<file path="config.mk">
export PLATFORM = sky130hd
export DESIGN_NAME = clk_cfg_sequencer
export DESIGN_NICKNAME = d
export VERILOG_FILES = /design/src/rtl/p1v_clk_pkg.sv /design/src/rtl/clk_cfg_sequencer.sv
export SDC_FILE = /design/constraint.sdc
export NUM_CORES = 1
export LEC_CHECK = 0
export ABC_AREA = 1
export BUFFER_PORTS_ARGS = -buffer_cell sky130_fd_sc_hd__buf_4
export CAP_MARGIN = 30
export CELL_PAD_IN_SITES_DETAIL_PLACEMENT = 0
export CELL_PAD_IN_SITES_GLOBAL_PLACEMENT = 2
export CORE_MARGIN = 1
export CORE_UTILIZATION = 34
export CTS_BUF_LIST = sky130_fd_sc_hd__clkbuf_4 sky130_fd_sc_hd__clkbuf_8 sky130_fd_sc_hd__clkbuf_16
export CTS_CLUSTER_SIZE = 25
export DETAILED_ROUTE_END_ITERATION = 8
export PLACE_DENSITY_LB_ADDON = 0.1
export SLEW_MARGIN = 20
export SYNTH_ARGS = -nofsm -noshare
export SYNTH_HDL_FRONTEND = slang
export SYNTH_SLANG_ARGS = --single-unit
</file>
<file path="constraint.sdc">
create_clock -name clock_160 -period 4.2 [get_ports clock_160]
set_input_delay 0.21 -clock clock_160 [delete_from_list [all_inputs] [get_ports clock_160]]
set_output_delay 0.21 -clock clock_160 [all_outputs]
set_load 0.005 [all_outputs]
</file>
<file path="src/rtl/p1v_clk_pkg.sv">
// Shared definitions for the CLK configuration path: sequencer state type,
// CLK register bit positions, reset value and the settle-decision helper.
package p1v_clk_pkg;

    typedef enum logic [2:0] {
        ST_IDLE    = 3'd0,
        ST_QUIESCE = 3'd1,
        ST_APPLY   = 3'd2,
        ST_SETTLE  = 3'd3,
        ST_RELEASE = 3'd4,
        ST_SRESET  = 3'd5
    } clkseq_state_t;

    localparam int CLK_RESET   = 7;
    localparam int CLK_PLLENA  = 6;
    localparam int CLK_OSCENA  = 5;
    localparam int CLK_OSCM_HI = 4;
    localparam int CLK_OSCM_LO = 3;

    localparam logic [6:0] CFG_RESET_VAL = 7'h00;

    // True when moving from old_cfg to new_cfg starts the PLL or oscillator,
    // or retunes the oscillator mode while the oscillator is running.
    function automatic logic clk_needs_settle(input logic [6:0] old_cfg,
                                              input logic [6:0] new_cfg);
        logic pll_on;
        logic osc_on;
        logic mode_chg;
        pll_on   = !old_cfg[CLK_PLLENA] && new_cfg[CLK_PLLENA];
        osc_on   = !old_cfg[CLK_OSCENA] && new_cfg[CLK_OSCENA];
        mode_chg = new_cfg[CLK_OSCENA] &&
                   (old_cfg[CLK_OSCM_HI:CLK_OSCM_LO] != new_cfg[CLK_OSCM_HI:CLK_OSCM_LO]);
        return pll_on || osc_on || mode_chg;
    endfunction

endpackage

</file>
<file path="src/rtl/clk_cfg_sequencer.sv">
// Sequences CLK configuration changes toward the clock generator: stalls the
// cogs, applies the new mode, waits for oscillator/PLL settle, then releases.
// A request with the RESET bit set produces a timed soft-reset pulse instead.
module clk_cfg_sequencer
    import p1v_clk_pkg::*;
#(
    parameter int QUIESCE_CYCLES = 4,
    parameter int SETTLE_CYCLES  = 1600,
    parameter int RESET_CYCLES   = 16
) (
    input  logic       clock_160,
    input  logic       nres,
    input  logic [7:0] cfg_req,
    output logic [6:0] cfg_out,
    output logic       cog_hold,
    output logic       soft_res,
    output logic       busy
);

    // A zero-length phase still occupies one cycle.
    localparam int Q_EFF = (QUIESCE_CYCLES < 1) ? 1 : QUIESCE_CYCLES;
    localparam int S_EFF = (SETTLE_CYCLES  < 1) ? 1 : SETTLE_CYCLES;
    localparam int R_EFF = (RESET_CYCLES   < 1) ? 1 : RESET_CYCLES;
    localparam int MAX_QS = (Q_EFF > S_EFF) ? Q_EFF : S_EFF;
    localparam int MAX_N  = (MAX_QS > R_EFF) ? MAX_QS : R_EFF;
    localparam int CNT_W  = $clog2(MAX_N) + 1;

    localparam logic [CNT_W-1:0] Q_LOAD  = CNT_W'(Q_EFF - 1);
    localparam logic [CNT_W-1:0] S_LOAD  = CNT_W'(S_EFF - 1);
    localparam logic [CNT_W-1:0] R_LOAD  = CNT_W'(R_EFF - 1);
    localparam logic [CNT_W-1:0] CNT_ONE = CNT_W'(1);
    localparam logic [CNT_W-1:0] CNT_ZERO = CNT_W'(0);

    clkseq_state_t    r_state;
    logic [CNT_W-1:0] r_cnt;
    logic [6:0]       r_pending;
    logic [6:0]       r_cfg_out;
    logic             r_need_settle;
    logic             r_cog_hold;
    logic             r_soft_res;
    logic             r_busy;

    assign cfg_out  = r_cfg_out;
    assign cog_hold = r_cog_hold;
    assign soft_res = r_soft_res;
    assign busy     = r_busy;

    // Sequencer FSM; every output is registered and set on the state transition.
    always_ff @(posedge clock_160) begin
        if (!nres) begin
            r_state       <= ST_IDLE;
            r_cnt         <= CNT_ZERO;
            r_pending     <= CFG_RESET_VAL;
            r_cfg_out     <= CFG_RESET_VAL;
            r_need_settle <= 1'b0;
            r_cog_hold    <= 1'b0;
            r_soft_res    <= 1'b0;
            r_busy        <= 1'b0;
        end else begin
            case (r_state)
                ST_IDLE: begin
                    if (cfg_req[CLK_RESET]) begin
                        r_state    <= ST_SRESET;
                        r_cnt      <= R_LOAD;
                        r_cfg_out  <= CFG_RESET_VAL;
                        r_soft_res <= 1'b1;
                        r_busy     <= 1'b1;
                    end else if (cfg_req[6:0] != r_cfg_out) begin
                        r_state    <= ST_QUIESCE;
                        r_cnt      <= Q_LOAD;
                        r_pending  <= cfg_req[6:0];
                        r_cog_hold <= 1'b1;
                        r_busy     <= 1'b1;
                    end else begin
                        r_state <= ST_IDLE;
                    end
                end
                ST_QUIESCE: begin
                    if (r_cnt == CNT_ZERO) begin
                        // Decide on settle against the configuration being replaced.
                        r_state       <= ST_APPLY;
                        r_cfg_out     <= r_pending;
                        r_need_settle <= clk_needs_settle(r_cfg_out, r_pending);
                    end else begin
                        r_cnt <= r_cnt - CNT_ONE;
                    end
                end
                ST_APPLY: begin
                    if (r_need_settle) begin
                        r_state <= ST_SETTLE;
                        r_cnt   <= S_LOAD;
                    end else begin
                        r_state    <= ST_RELEASE;
                        r_cog_hold <= 1'b0;
                    end
                end
                ST_SETTLE: begin
                    if (r_cnt == CNT_ZERO) begin
                        r_state    <= ST_RELEASE;
                        r_cog_hold <= 1'b0;
                    end else begin
                        r_cnt <= r_cnt - CNT_ONE;
                    end
                end
                ST_RELEASE: begin
                    r_state <= ST_IDLE;
                    r_busy  <= 1'b0;
                end
                ST_SRESET: begin
                    if (r_cnt == CNT_ZERO) begin
                        r_state    <= ST_IDLE;
                        r_soft_res <= 1'b0;
                        r_busy     <= 1'b0;
                    end else begin
                        r_cnt <= r_cnt - CNT_ONE;
                    end
                end
                default: begin
                    r_state       <= ST_IDLE;
                    r_cnt         <= CNT_ZERO;
                    r_cfg_out     <= CFG_RESET_VAL;
                    r_need_settle <= 1'b0;
                    r_cog_hold    <= 1'b0;
                    r_soft_res    <= 1'b0;
                    r_busy        <= 1'b0;
                end
            endcase
        end
    end

endmodule
</file>
==> summary.md <==
| Metric | Value |
|---|---|
| Gr ovfl total | `0` |
| Compound-cell area share of the yosys netlist | `15.8%` |
| Final period utilization | `43.7%` |
| CTS Root Cell | `clkbuf_8` |
| Mapped Cells | `312` |
| Clock latency on the worst-skew pair | `0.29 ns` |
| Top delay family on crit path | `simple AND/OR/NAND/NOR gates` |
| Arr. time, crit path | `2.02 ns` |
| Drt first-iter violations | `71` |
| Clock Sinks | `33` |
| R2R Setup Slk | `2.36 ns` |
| Seq pwr share | `26.3%` |
| Initial antenna violation count | `0` |
| Worst-path cell chain | `inv_1, ha_1, nand3_2, nor2_1, nand2_1, nand2_4, nand2_4, o21ai_0, a21oi_1` |
| Pwr/cell area | `903 nW/µm²` |
| First-pass GRT wire length | `9100 µm` |
| Mapped Avg Cell Area | `6.36 µm²` |
| Design area | `2280 µm²` |
| Startpoint types | `register` |
| RR Endpoint | `cfg_out[5]` |
| Worst hold path type | `input pin to register` |
| DRC | `0` |
| Initial Utilization | `35.6%` |
| Post-synthesis mux area share | `0%` |
| Design Power | `2.06 mW` |
| TritonCTS buffer count | `5` |
| Vias per std cell | `4.82` |
| Adder-Cell Fraction of Synth Area | `0.631%` |
| Num rows | `27` |
| Share of cells above drive strength 1 | `16.1%` |
| Synthesized Nets | `323` |
| Sw Ratio | `51.9%` |
| Layout Area Growth over Synthesis | `14.9%` |
| Max Freq | `544 MHz` |
| Share of the synthesized area in the top cell type | `33.3%` |
| Post-CTS Hold Buffers | `0` |
| Die Y | `78.4 µm` |
| Dpl hpwl | `3780 µm` |
| Total GRT Usage | `19.0%` |
| Sequential element share of the synthesized area | `33.3%` |
| Cell leakage power | `1.07 nW` |
| Skew final | `0.0115 ns` |
| WP buf/inv | `1` |
| GP Congestion | `0.848` |
| H-Tree Level Count | `2` |
| Synth warn | `0` |
| I/O pins | `20` |
| Slowest stage delay, CP | `0.33 ns` |
| Post-DRT Antenna Nets | `0` |
| Post-synthesis xor/xnor area fraction | `1.32%` |
| Commonest non-fill, non-tap cell in the layout | `nand2_1` |
| Area post-placement | `2190 µm²` |
| Reg-to-Reg Start | `r_cnt[0]` |
| Fin crit period | `1.84 ns` |
| Postcts setup bufs | `0` |
| Register-to-Register Path Depth | `9` |
| Crit path top cell by count | `nand2_4` |
| Max VDD drop | `0.245 mV` |
| Vias in the first global route | `1961` |
| Internal Dissipation | `0.990 mW` |
| # nets final | `345` |
| Largest net degree at the start of global routing | `25` |
| TritonCTS clock tree | `built` |
| Critical-path top delay cell | `dfxtp_1` |
| Clock Power Share | `12.1%` |
| Via count | `1963` |
| Final setup fails | `0` |
| Most frequent cells in the layout | `nand2_1, inv_1, nor2_1, dfxtp_1, a21oi_1` |
| Max-slew violation count | `0` |
| Die footprint | `6150 µm²` |
| Hold_ws | `0.157 ns` |
| MaxCap Viol Count | `0` |
| Post_cts resized | `0` |
| WHS Path Cells | `3` |
| Drt first pass iters | `4` |
| Worst path required time | `4.38 ns` |
| Main combinational cell family by area after synthesis | `simple AND/OR/NAND/NOR gates` |
| Drt wl/cell | `13.0 µm` |
| Gate power share | `61.6%` |
| CTS clk-pin slew, worst paths | `0.08 ns` |
| Slew margin rel. | `40.7%` |
| Worst hold path endpoint | `r_pending[5]` |
| Routed WL | `5280 µm` |
| WS Path Type | `register to register` |
| Hold path start | `cfg_req[5]` |
| Synth Cell Area | `1980 µm²` |
| CP Capture Type | `register` |
| Dominant cell type by area after synthesis | `dfxtp_1` |
| Synth unique cells | `29` |
| CTS Buffer Depth | `2` |
| Ant. Diodes | `0` |
| P_sw | `1.07 mW` |
| Post-Synth Simple-Gate Area | `38.9%` |
| Synth top area cells | `dfxtp_1, nand2_1, a21oi_1` |
| Measured slew at the worst slew-check pin | `0.888 ns` |
| DIE WIDTH | `78.4 µm` |
| Core Region | `5570 µm²` |
| Port bufs | `19` |
| Unrepaired setup endpoints after global routing | `false` |
| Outcome | `completed` |
| Final hold violation count | `0` |
| Max FO, Critical Path | `8` |
| Setup TNS | `0 ns` |
| Yosys reg bits | `33` |
[cell usage after synthesis]
library cell   n
a211oi_2       1
a21oi_1       32
a21oi_2        3
a21oi_4        1
buf_6          1
clkbuf_1       3
clkinv_4       1
dfxtp_1       33
ha_1           1
inv_1         39
inv_2          4
inv_4          1
nand2_1       87
nand2_2        3
nand2_4        5
nand3_1       20
nand3_2        2
nand4_1        5
nor2_1        39
nor2_2         5
nor2_4         1
nor3_1         6
o2111ai_1      1
o211ai_1       2
o21ai_0        9
o21bai_1       2
o31ai_1        2
xnor2_1        2
xor2_1         1
[power by group through the flow]
stage	logic, mW	clock network, mW	registers (mW)
final	1.27	0.249	0.541
after global routing	1.46	0.269	0.560
after CTS	1.29	0.258	0.541
after detailed placement	1.28	0	0.546
after global placement	1.29	0	0.548
after floorplan	0.995	0	0.526
[through the flow]
step | util (%) | setup WS (ns) | std cells
3_5_place_dp | 39.4 | 2.39 | 399
3_3_place_gp | 39.4 | 2.33 | 399
5_1_grt | 40.9 | 2.21 | 407
2_1_floorplan | - | 2.65 | 312
6_report | 40.9 | 2.36 | 407
4_1_cts | 40.9 | 2.37 | 407
[cell type report]
class,instances,area (µm²)
fillers,615,3290
inverters,45,176
multi-input cells,230,1120
clock buffers,6,76.3
repair buffers,19,143
clock inverters,2,10.0
flip-flops and latches,33,661
well taps,72,90.1
[kinds of logic after synthesis]
logic type / count (synthesis)
simple gates: 173
buf+inv: 49
compound gates: 53
xor+xnor: 3
fa+ha+maj: 1
flops: 33
[metal layers]
metal	share of wire (%)	routed length, µm	GRT usage (%)
met1	49	2570	23.4
met2	46	2450	32.1
met3	3.2	169	4.53
met4	1.7	89	7.04
met5	0	0	0
[state kept, by name (all words and copies together), names as in the netlist]
register	count
r_cnt	12
cfg_out	7
r_pending	7
r_state	3
busy	1
cog_hold	1
r_need_settle	1
soft_res	1
[worst max-delay path by stage]
stage / startpoint / slack [ns] / to / cells after the start
3_5_place_dp: r_cnt[0] / 2.39 / cfg_out[5] / 9
6_report: r_cnt[0] / 2.36 / cfg_out[5] / 9
4_1_cts: r_cnt[0] / 2.37 / cfg_out[5] / 9
5_1_grt: r_cnt[0] / 2.21 / r_cnt[9] / 10
3_3_place_gp: r_cnt[0] / 2.33 / cfg_out[5] / 9
2_1_floorplan: r_cnt[0] / 2.65 / r_cnt[10] / 11
[worst register-to-register path: cells and delay by family, from the launching register on]
family / cells / cell delay [ns]
DFF: 1 / 0.33
buffers and inverters: 1 / 0.10
adders and majority gates: 1 / 0.21
AOI/OAI and AO/OA: 2 / 0.26
and+or+nand+nor: 5 / 0.82
No activity file was read; power rests on OpenSTA's default activity.
